File: config.mk
export PLATFORM = sky130hd
export DESIGN_NAME = pc_sequencer
export DESIGN_NICKNAME = d
export VERILOG_FILES = /design/src/rtl/pc_seq_pkg.sv /design/src/rtl/pc_redirect_arb.sv /design/src/rtl/pc_sequencer.sv
export SDC_FILE = /design/constraint.sdc
export NUM_CORES = 1
export LEC_CHECK = 0
export BUFFER_PORTS_ARGS = -buffer_cell sky130_fd_sc_hd__buf_2
export CORE_UTILIZATION = 58
export DETAILED_ROUTE_END_ITERATION = 7
export PLACE_DENSITY = 0.86
export RECOVER_POWER = 50
export SLEW_MARGIN = 0
export SYNTH_ARGS = -nofsm -noshare
export SYNTH_HDL_FRONTEND = slang
export SYNTH_SLANG_ARGS = --single-unit
export TNS_END_PERCENT = 10
File: constraint.sdc
create_clock -name clk -period 4.8 [get_ports clk]
set_input_delay 0.96 -clock clk [delete_from_list [all_inputs] [get_ports clk]]
set_output_delay 0.96 -clock clk [all_outputs]
set_load 0.02 [all_outputs]
File: src/rtl/pc_seq_pkg.sv
// Shared types for the fetch PC sequencer: FSM states, redirect sources and the
// arbitrated redirect record.
package pc_seq_pkg;

   // Redirect targets are carried at this width; users slice down to their PC width.
   localparam int unsigned MAX_W = 64;

   typedef enum logic [1:0] {BOOT, RUN, PEND, HALT} state_e;

   typedef enum logic [1:0] {NONE, TRAP, MRET, BR} redir_src_e;

   typedef struct packed {
      logic             valid;
      redir_src_e       src;
      logic [MAX_W-1:0] target;
      logic             misaligned;
   } redirect_t;

   function automatic logic is_misaligned(input logic [MAX_W-1:0] target,
                                          input int unsigned      align_bits);
      logic [MAX_W-1:0] mask;
      mask = (MAX_W'(1) << align_bits) - MAX_W'(1);
      return |(target & mask);
   endfunction

endpackage

File: src/rtl/pc_redirect_arb.sv
// Priority select among trap, mret and branch redirects, flagging mret/branch
// targets whose low alignment bits are nonzero.
module pc_redirect_arb
   import pc_seq_pkg::*;
#(
   parameter int unsigned      WIDTH       = 32,
   parameter logic [WIDTH-1:0] TRAP_VECTOR = 32'h0000_0100,
   parameter int unsigned      ALIGN_BITS  = 2
) (
   input  logic             trap_valid,
   input  logic             mret_valid,
   input  logic [WIDTH-1:0] mret_target,
   input  logic             br_valid,
   input  logic [WIDTH-1:0] br_target,
   output redirect_t        redir
);

   always_comb begin
      redir = '0;
      if (trap_valid) begin
         redir.valid  = 1'b1;
         redir.src    = TRAP;
         redir.target = MAX_W'(TRAP_VECTOR);
      end else if (mret_valid) begin
         redir.valid      = 1'b1;
         redir.src        = MRET;
         redir.target     = MAX_W'(mret_target);
         redir.misaligned = is_misaligned(MAX_W'(mret_target), ALIGN_BITS);
      end else if (br_valid) begin
         redir.valid      = 1'b1;
         redir.src        = BR;
         redir.target     = MAX_W'(br_target);
         redir.misaligned = is_misaligned(MAX_W'(br_target), ALIGN_BITS);
      end
   end

endmodule

File: src/rtl/pc_sequencer.sv
// Fetch-stage program counter: boot vector, sequential advance on accepted
// requests, prioritised redirects (parked while a request is stuck), halt/resume.
module pc_sequencer
   import pc_seq_pkg::*;
#(
   parameter int unsigned      WIDTH        = 32,
   parameter logic [WIDTH-1:0] RESET_VECTOR = 32'h0000_0064,
   parameter logic [WIDTH-1:0] TRAP_VECTOR  = 32'h0000_0100,
   parameter int unsigned      INC          = 4,
   parameter int unsigned      ALIGN_BITS   = 2,
   parameter int unsigned      CNT_W        = 32
) (
   input  logic             clk,
   input  logic             rst_n,
   input  logic             stall,
   input  logic             br_valid,
   input  logic [WIDTH-1:0] br_target,
   input  logic             mret_valid,
   input  logic [WIDTH-1:0] mret_target,
   input  logic             trap_valid,
   input  logic             halt_req,
   input  logic             resume,
   input  logic             fetch_ready,
   output logic             fetch_valid,
   output logic [WIDTH-1:0] fetch_pc,
   output logic [WIDTH-1:0] pc_next,
   output logic             fetch_squash,
   output logic             misalign_exc,
   output logic [WIDTH-1:0] bad_addr,
   output logic             halted,
   output logic [CNT_W-1:0] fetch_cnt
);

   state_e           state_q;
   logic [WIDTH-1:0] pend_target_q;
   redirect_t        redir;
   logic             accept, stuck, take;
   logic [WIDTH-1:0] redir_pc;
   logic             unused_target_hi;

   pc_redirect_arb #(
      .WIDTH       (WIDTH),
      .TRAP_VECTOR (TRAP_VECTOR),
      .ALIGN_BITS  (ALIGN_BITS)
   ) u_arb (
      .trap_valid  (trap_valid),
      .mret_valid  (mret_valid),
      .mret_target (mret_target),
      .br_valid    (br_valid),
      .br_target   (br_target),
      .redir       (redir)
   );

   assign unused_target_hi = ^redir.target[MAX_W-1:WIDTH];

   assign accept   = fetch_valid & fetch_ready;
   assign stuck    = fetch_valid & ~fetch_ready;
   assign redir_pc = redir.misaligned ? TRAP_VECTOR : redir.target[WIDTH-1:0];
   // While halted only a trap may pull the sequencer out; br/mret are dropped.
   assign take     = redir.valid & ((state_q != HALT) | (redir.src == TRAP));
   assign halted   = (state_q == HALT);

   always_comb begin
      pc_next = fetch_pc;
      case (state_q)
         RUN: begin
            if (take && !stuck) pc_next = redir_pc;
            else if (accept)    pc_next = fetch_pc + WIDTH'(INC);
         end
         PEND: begin
            if (accept) pc_next = take ? redir_pc : pend_target_q;
         end
         HALT: begin
            if (take) pc_next = redir_pc;
         end
         default: ;
      endcase
   end

   always_ff @(posedge clk or negedge rst_n) begin
      if (!rst_n) begin
         state_q       <= BOOT;
         pend_target_q <= '0;
         fetch_pc      <= RESET_VECTOR;
         fetch_valid   <= 1'b0;
         fetch_squash  <= 1'b0;
         misalign_exc  <= 1'b0;
         bad_addr      <= '0;
         fetch_cnt     <= '0;
      end else begin
         fetch_pc     <= pc_next;
         fetch_squash <= 1'b0;
         misalign_exc <= 1'b0;
         if (accept) fetch_cnt <= fetch_cnt + CNT_W'(1);
         if (take && redir.misaligned && state_q != BOOT) begin
            misalign_exc <= 1'b1;
            bad_addr     <= redir.target[WIDTH-1:0];
         end
         case (state_q)
            BOOT: begin
               fetch_valid <= !stall;
               state_q     <= RUN;
            end
            RUN: begin
               if (take && stuck) begin
                  pend_target_q <= redir_pc;
                  state_q       <= PEND;
               end else if (take) begin
                  fetch_squash <= 1'b1;
                  fetch_valid  <= !stall;
               end else if (!stuck) begin
                  if (halt_req) begin
                     fetch_valid <= 1'b0;
                     state_q     <= HALT;
                  end else begin
                     fetch_valid <= !stall;
                  end
               end
            end
            PEND: begin
               if (accept) begin
                  fetch_squash <= 1'b1;
                  fetch_valid  <= !stall;
                  state_q      <= RUN;
               end else if (take) begin
                  pend_target_q <= redir_pc;
               end
            end
            HALT: begin
               if (take) begin
                  fetch_squash <= 1'b1;
                  fetch_valid  <= !stall;
                  state_q      <= RUN;
               end else if (resume) begin
                  fetch_valid <= !stall;
                  state_q     <= RUN;
               end
            end
            default: state_q <= BOOT;
         endcase
      end
   end

endmodule

==> results of run 1 <==
worst max-delay path by stage:
stage          slack [ns]    endpoint  startpoint  cells past startpoint
5_1_grt              0.21  pc_next[5]  state_q[0]                      7
2_1_floorplan        1.15  pc_next[6]    br_valid                      9
6_report             0.30  pc_next[5]  state_q[0]                      7
3_3_place_gp         0.71  pc_next[2]  mret_valid                      9
4_1_cts              0.49  pc_next[5]  state_q[0]                      7
3_5_place_dp         0.66  pc_next[2]  mret_valid                      9
through the flow:
stage / cells / hold WS, ns
after floorplan: 962 / 0.441
after global placement: 1302 / 0.451
after detailed placement: 1302 / 0.458
after CTS: 1334 / 0.472
after global routing: 1334 / 0.493
final: 1334 / 0.476
flip-flops by register name, indices dropped and copies added, names as in the netlist:
signal         flops
fetch_cnt         32
fetch_pc          32
fetch_squash       1
pend_target_q     32
fetch_valid        1
misalign_exc       1
bad_addr          32
state_q            2
Yosys cell counts, drive strengths merged (5+ instances only):
| cell type | n | area (um2) |
|---|---|---|
| nand2 | 210 | 791 |
| dfrtp | 130 | 3250 |
| o21ai | 103 | 516 |
| a21oi | 79 | 399 |
| nor2 | 60 | 228 |
| clkbuf | 40 | 186 |
| xnor2 | 31 | 272 |
| nand3 | 30 | 150 |
| buf | 27 | 149 |
| nor3 | 21 | 126 |
| xor2 | 18 | 158 |
| nand3b | 16 | 120 |
| nand4 | 16 | 136 |
| and3 | 15 | 97.6 |
| inv | 15 | 56.3 |
| a22oi | 13 | 97.6 |
| o31ai | 10 | 75.1 |
| a32oi | 8 | 70.1 |
| and2 | 8 | 51.3 |
| a31oi | 7 | 43.8 |
| o211ai | 7 | 52.6 |
| or3 | 7 | 43.8 |
| a32o | 6 | 60.1 |
| a211oi | 5 | 37.5 |
| a221o | 5 | 51.3 |
| and4 | 5 | 48.8 |
| nor2b | 5 | 31.3 |
| nor4 | 5 | 37.5 |
worst max-delay path, cell delays in order (launching register included):
cell and delay [ns]:
dfrtp_1 0.83, a2bb2oi_2 0.25, buf_4 0.23, nor2_1 0.65
nor4_1 0.19, a2111oi_0 0.57, a21oi_1 0.16, buf_2 0.22
power groups by stage:
stage / combinational (mW) / clock, mW / sequential (mW)
finish: 0.329 / 1.19 / 1.21
global route: 0.360 / 1.24 / 1.22
CTS: 0.336 / 1.19 / 1.21
detailed placement: 0.335 / 0 / 1.23
global placement: 0.327 / 0 / 1.23
floorplan: 0.144 / 0 / 1.27
logic make-up after synthesis:
kind of cell	after synthesis	share of synthesized area, %
buffers and inverters	82	4.95
xor gates and xnor gates	49	5.42
adders and majority gates	2	0.316
muxes	6	0.822
DFF	133	42.1
and+or+nand+nor	410	24.7
AOI/OAI and AO/OA	280	21.7
area by class of cell:
| cell class | count | area (um2) |
|---|---|---|
| Inverter | 15 | 56.3 |
| Timing Repair Buffer | 231 | 1140 |
| Sequential cell | 133 | 3330 |
| Fill cell | 1098 | 3820 |
| Multi-Input combinational cell | 747 | 4190 |
| Clock inverter | 9 | 53.8 |
| Tap cell | 176 | 220 |
| Clock buffer | 23 | 478 |
routing by layer:
layer,GRT usage (%),routed length [um],vias up
li1,-,-,3784
met1,51.2,9860,3915
met2,57.4,11500,675
met3,10.7,3390,127
met4,17.2,1170,0
met5,0,0,-
==> metrics.txt, run 1 <==
status finished, violations left; failing checks capacitance limit, slew limit; core area 0.0133 mm2; Iteration-0 DRC Markers 1,091; R2R cell count 8; number of synthesized flops with an enable pin 0; Port Buffers 204; Post-Syn Area 0.00791 mm2; post_cts resized 0; Worst setup EP type output port; Starting Density 59.5%; clk_lat worst skew 0.43 ns; share of layout cells above drive strength 1 19.8%; Seq/Total Area, Yosys 42.1%; commonest non-fill, non-tap cell in the layout nand2_1; number of vias per cell 6.37; Post-CTS Setup Inserts 0; final WL 26,000 um; setup_tns 0 ns; RSZ-0062 raised after global routing no; power density over the cells 288 mW/mm2; Die Width 119 um; maximum vdd ir drop 0.000249 V; H-Tree Level Count 4; Final WS setup 0.299 ns; Finished Core Util 71.3%; FMAX 222 MHz; Int Pwr 1.97 mW; Startpoint Class flop; Min Clock Period, post-route 4.50 ns; via count 8,501; critical path class reg2out; fin crit share 93.8%; total power 2.73 mW; sw power 759 uW; synthesized area per cell 8.23 um2; Die ar. 0.0141 mm2; reg2reg end pend_target_q[16]; Critical Path AT 3.54 ns; Top Ports 205; Worst R2R Setup Slack 1.54 ns; die height 119 um; drt pass-1 iters 8; Sw Ratio 27.8%; Yosys cell types 82; CTS root buf clkbuf_16; Mapped Nets 1,037; Max Slew Vio Count 136; WL/cell 19.5 um; Sequential Power Share 44.4%; Hold Path Sink pend_target_q[29]; largest fanout on the critical path 18; Num CTS Buffers 17; Comb power frac 12.1%; share of flip-flops with an asynchronous set or reset 100%; largest net degree at the start of global routing 105; Clk pwr share 43.5%; Final setup violation count 0; min-delay src pend_target_q[29]; Layout Nets 1,220; commonest non-fill, non-tap cells in the layout nand2_1 (209), buf_2 (142), dfrtp_1 (130); Slew headroom -71.6%; site row count 42; Post-Place Setup Slack 0.657 ns; YS warnings 0; grt ovf 0; worst-margin pin slew 2.57 ns; worst r2r src state_q[0]; global-route wire length before repair 41,900 um; GPL Wtd Cong 0.959; worst hold stages 2; Mapped Cells 962; synthesized flop and latch total 133; post-DP HPWL 18,100 um; final setup skew 0.00506 ns; maxcap violations 2; DP Area 0.00904 mm2; fin area 0.00947 mm2; CTS tree yes; Hold Fails Final Rpt 0; All-Layer GR Usage 38.2%; initial antenna violation count 0; # hold bufs at CTS 0; Leak 4.39 nW; vias in the first global route 7,997; ANT nets after route 0; Worst-path clk slew 0.06 ns; CTS Buffer Depth 2; area grow syn2layout 19.7%; diode count 0; CTS sink cnt 133; DRC Markers 0; Worst Path Required 3.84 ns; top_reg_cell synth dfrtp_1; Hold Path Class reg2reg
(Power assumes the default switching activity.)
==> run 2: changes to the inputs <==
--- a/config.mk
+++ b/config.mk
@@ -7,11 +7,13 @@
 export LEC_CHECK = 0
 export BUFFER_PORTS_ARGS = -buffer_cell sky130_fd_sc_hd__buf_2
 export CORE_UTILIZATION = 58
+export CTS_CLUSTER_DIAMETER = 100
 export DETAILED_ROUTE_END_ITERATION = 7
 export PLACE_DENSITY = 0.86
 export RECOVER_POWER = 50
 export SLEW_MARGIN = 0
 export SYNTH_ARGS = -nofsm -noshare
 export SYNTH_HDL_FRONTEND = slang
+export SYNTH_HIERARCHICAL = 1
 export SYNTH_SLANG_ARGS = --single-unit
 export TNS_END_PERCENT = 10
==> run 2 against run 1 <==
  * The run still ends with capacitance limit, slew limit left
  * Worst hold slack got worse by 0.0023 ns
  * Design area increased by 1.1%
  * Synthesized cell count decreased by 8.8%
  * Sequential share of layout area decreased by 0.37 points
  * Setup slack improved by 0.13 ns
  * Largest power group is now clock
==> metrics.txt, run 2 <==
status finished, violations left; failing checks capacitance limit, slew limit; Min Clock Period, post-route 4.37 ns; total power 2.97 mW; GR met1 Demand/Resource 49.2%; grt ovf 0; Starting Density 59.3%; area grow syn2layout 22.0%; Num CTS Buffers 17; Final WS setup 0.429 ns; CTS root buf clkbuf_16; final WL 24,700 um; share of layout cells above drive strength 1 24.5%; Port Buffers 204; GPL Wtd Cong 0.969; CP cell instances buf_2 -> buf_4 -> o21ai_0 -> a211oi_2 -> inv_1 -> buf_4 -> nand2_1 -> a21oi_1 -> o31ai_1 -> o2111ai_1 -> buf_2; CTS tree yes; maxcap violations 1; CTS sink cnt 133; Max stage delay on crit path 0.32 ns; initial antenna violation count 0; Top Usage Layer GRT met2; fill count 1,053; Post-Place Setup Slack 0.482 ns; largest net degree at the start of global routing 107; H-Tree Level Count 4; CP delay by family, top buffers and inverters; power density over the cells 310 mW/mm2; largest fanout on the critical path 21; synthesized area per cell 8.95 um2; Die Width 118 um; via count 7,761; Worst setup EP type output port; site row count 42; die height 118 um; YS warnings 6; Post-Syn Area 0.00785 mm2; WL/cell 19.5 um; DRC Markers 0; worst-margin pin slew 2.57 ns; Post-CTS Setup Inserts 0; Worst-path clk slew 0.06 ns; Buf+Inv Stages, Crit Path 5; vias in the first global route 7,186; met3 usage 8.11%; Hold Fails Final Rpt 0; Die ar. 0.0140 mm2; Hold Path Class reg2reg; diode count 0; Max Slew Vio Count 107; All-Layer GR Usage 36.1%; clk_lat worst skew 0.43 ns; core area 0.0132 mm2; global-route wire length before repair 38,900 um; drt pass-1 iters 6; Top Ports 205; commonest non-fill, non-tap cells in the layout nand2_1 (149), buf_2 (142), dfrtp_1 (130); Slowest cell on crit path buf_4; ANT nets after route 0; Iteration-0 DRC Markers 798; commonest non-fill, non-tap cell in the layout nand2_1; # hold bufs at CTS 0; Slew headroom -71.4%; Worst Path Required 3.84 ns; post_cts resized 0; RSZ-0062 raised after global routing no; Final setup violation count 0; Startpoint Class input port; post-DP HPWL 17,800 um; number of vias per cell 6.14; FMAX 229 MHz; Mapped Nets 952; setup_tns 0 ns; Leak 4.48 nW; fin crit share 91.1%; final setup skew 0.0118 ns; Mapped Cells 877; critical path class in2out; hold slack final 0.474 ns; maximum vdd ir drop 0.000244 V; CTS Buffer Depth 2; GR Util met2 55.7%; Critical Path AT 3.41 ns; Layout Nets 1,150
run 2: cell types whose count changed in the layout (fill, tap and decap cells not counted), sizes merged, moves of 6 or more:
cell    delta
a32o       -6
o21ai     -34
and2       -6
nor2       -9
nand3b    +17
nor2b     +13
nor3      -11
nand2     -61
mux2      +36
a32oi      -8
o31ai      -6
run 2: worst register-to-register path: cells and delay by family, from the launching register on:
kind	cells	cell delay, ns
flops	1	0.67
simple gates	2	0.76
buf+inv	3	0.86
compound gates	1	0.51
mux	1	0.29
run 2: per-stage QoR:
stage	instance area (um2)	utilization, %	std cells
after detailed placement	9060	68.4	1232
after global routing	9580	72.3	1264
after CTS	9670	73.0	1264
after global placement	9060	68.4	1232
after floorplan	7850	-	877
final	9580	72.3	1264
run 2: layout make-up:
cell class / count / area [um2] / area share [%]
Multi-Input combinational cell: 674 / 4180 / 43.6
Sequential cell: 133 / 3330 / 34.8
Timing Repair Buffer: 236 / 1190 / 12.4
Clock buffer: 20 / 457 / 4.77
Tap cell: 176 / 220 / 2.30
Clock inverter: 12 / 155 / 1.62
Inverter: 13 / 48.8 / 0.510
run 2: final timing paths:
path | slack [ns] | end | cells past startpoint | start
worst min register to register | 0.47 | fetch_cnt[31] | 1 | fetch_cnt[31]
worst max register to register | 1.60 | bad_addr[30] | 7 | state_q[1]
worst min-delay path | 0.47 | fetch_cnt[31] | 1 | fetch_cnt[31]
worst max-delay path | 0.43 | pc_next[10] | 11 | br_valid
min in group asynchronous | 1.34 | fetch_cnt[28] | 1 | rst_n
max in group asynchronous | 1.62 | fetch_pc[20] | 2 | rst_n
run 2: power by group:
group | internal (mW) | switching [mW] | leakage, nW
registers | 1.18 | 0.0454 | 1.78
logic | 0.137 | 0.251 | 2.41
clock network | 0.844 | 0.506 | 0.296
total | 2.16 | 0.803 | 4.48
run 2: routing by layer:
layer	wire length (um)	share of wire (%)
met1	10100	41
met3	2540	10
met5	0	0
met4	616	2.5
met2	11500	46
==> run 3: changes to the inputs <==
--- a/config.mk
+++ b/config.mk
@@ -5,11 +5,12 @@
 export SDC_FILE = /design/constraint.sdc
 export NUM_CORES = 1
 export LEC_CHECK = 0
-export BUFFER_PORTS_ARGS = -buffer_cell sky130_fd_sc_hd__buf_2
-export CORE_UTILIZATION = 58
+export BUFFER_PORTS_ARGS = -buffer_cell sky130_fd_sc_hd__buf_4
+export CORE_UTILIZATION = 60
+export CTS_BUF_LIST = sky130_fd_sc_hd__clkbuf_8
 export CTS_CLUSTER_DIAMETER = 100
 export DETAILED_ROUTE_END_ITERATION = 7
-export PLACE_DENSITY = 0.86
+export PLACE_DENSITY = 0.89
 export RECOVER_POWER = 50
 export SLEW_MARGIN = 0
 export SYNTH_ARGS = -nofsm -noshare
==> run 3 against run 2 <==
  * The flow still finishes with violations (capacitance limit, slew limit)
  * Final cell count fell by 0.63%
  * Clock-buffer cell count down 1
  * Core utilization rose by 4.4 points
  * Fmax down 2.5%
  * Via count increased by 0.99%
  * Clock power decreased by 31%
  * Setup slack got worse by 0.11 ns
  * Sequential power about the same
  * First-iteration DRC count increased by 20%
  * Design area is 1.5% higher
  * Critical path type unchanged
  * Largest power group is now registers
==> metrics.txt, run 3 (same netlist as run 2, synthesis figures left out) <==
DP Area 0.00952 mm2; fin crit share 93.4%; Final WS setup 0.316 ns; critical path class in2out; core area 0.0127 mm2; Worst-path clk slew 0.07 ns; power density over the cells 265 mW/mm2; worst-margin pin slew 2.34 ns; Top Ports 205; Sw Ratio 29.1%; share of layout cells above drive strength 1 25.6%; global-route wire length before repair 38,400 um; WL/cell 19.2 um; ANT nets after route 0; Starting Density 61.9%; GPL Wtd Cong 0.959; Hold Path Sink fetch_cnt[31]; Iteration-0 DRC Markers 956; Final setup violation count 0; min-delay src fetch_cnt[31]; diode count 0; grt ovf 0; Comb power frac 16.0%; R2R cell count 6; All-Layer GR Usage 37.4%; Post-Place Setup Slack 0.522 ns; CTS tree yes; sw power 749 uW; hold slack final 0.481 ns; status finished, violations left; DRC Markers 0; maximum vdd ir drop 0.000179 V; H-Tree Level Count 4; largest fanout on the critical path 16; reg2reg end pend_target_q[23]; Clk pwr share 36.3%; area grow syn2layout 23.8%; CTS root buf clkbuf_8; Hold Fails Final Rpt 0; setup_tns 0 ns; FMAX 223 MHz; final WL 24,100 um; Num CTS Buffers 17; Min Clock Period, post-route 4.48 ns; commonest non-fill, non-tap cell in the layout buf_4; fin area 0.00972 mm2; number of vias per cell 6.24; drt pass-1 iters 7; maxcap violations 1; worst hold stages 1; post_cts resized 0; via count 7,838; worst r2r src state_q[1]; RSZ-0062 raised after global routing no; Hold Path Class reg2reg; CTS Buffer Depth 2; largest net degree at the start of global routing 96; initial antenna violation count 0; Layout Nets 1,146; Worst Path Required 3.84 ns; site row count 41; final setup skew 0.0125 ns; Worst R2R Setup Slack 1.87 ns; Port Buffers 204; die height 116 um; Slew headroom -56.2%; Startpoint Class input port; post-DP HPWL 17,300 um; clk_lat worst skew 0.46 ns; Leak 4.47 nW; Finished Core Util 76.7%; Post-CTS Setup Inserts 0; Die Width 116 um; CTS sink cnt 133; commonest non-fill, non-tap cells in the layout buf_4 (181), nand2_1 (149), dfrtp_1 (130); failing checks capacitance limit, slew limit; # hold bufs at CTS 0; Die ar. 0.0135 mm2; Sequential Power Share 47.7%; Int Pwr 1.83 mW; Max Slew Vio Count 96; vias in the first global route 7,590; Critical Path AT 3.52 ns; Worst setup EP type output port
run 3: changes by cell type in the layout (fill, tap and decap cells not counted):
cell / delta
buf_2: -142
clkbuf_1: -15
clkbuf_8: +17
clkbuf_16: -17
buf_4: +153
clkinv_4: -2
clkinvlp_4: +2
bufinv_16: -1
buf_12: -1
clkinv_2: +2
run 3: worst max-delay path by stage:
stage / start / endpoint / slack, ns / cells past startpoint
after global routing: fetch_ready / pc_next[11] / 0.20 / 8
after CTS: mret_valid / pc_next[11] / 0.51 / 10
after global placement: mret_valid / pc_next[11] / 0.63 / 10
after detailed placement: mret_valid / pc_next[11] / 0.52 / 10
after floorplan: br_valid / pc_next[14] / 0.86 / 10
final: fetch_ready / pc_next[11] / 0.32 / 8
run 3: area by class of cell:
type                    instances  area, um2
clock buffers                  19        262
well taps                     172        215
clock inverters                13        133
repair buffers                232       1550
fillers                       927       2950
inverters                      13       48.8
multi-input cells             674       4180
flip-flops and latches        133       3330
run 3: metrics by stage:
stage,power [mW],cells
after floorplan,1.48,877
after global placement,1.68,1224
after detailed placement,1.69,1224
after CTS,2.61,1256
after global routing,2.68,1256
final,2.57,1256
run 3: metal layers:
metal / vias to the layer above / global-route usage, % / share of wire [%]
met5: - / 0 / 0
met4: 0 / 19.8 / 4.0
met3: 101 / 10.6 / 12
met2: 555 / 57.0 / 45
met1: 3647 / 48.4 / 39
li1: 3535 / - / -
run 3: power by group through the flow:
stage	clock network, mW	logic, mW	registers (mW)
after global routing	0.999	0.446	1.23
after floorplan	0	0.185	1.29
after global placement	0	0.429	1.25
final	0.935	0.411	1.23
after CTS	0.944	0.441	1.23
after detailed placement	0	0.438	1.25
run 3: critical path: stages:
cell and delay [ns]:
clkbuf_1 0.24, and2_0 0.22, clkbuf_1 0.62, o22ai_2 0.39
a222oi_1 0.51, a31oi_1 0.15, o22a_1 0.26, buf_4 0.17
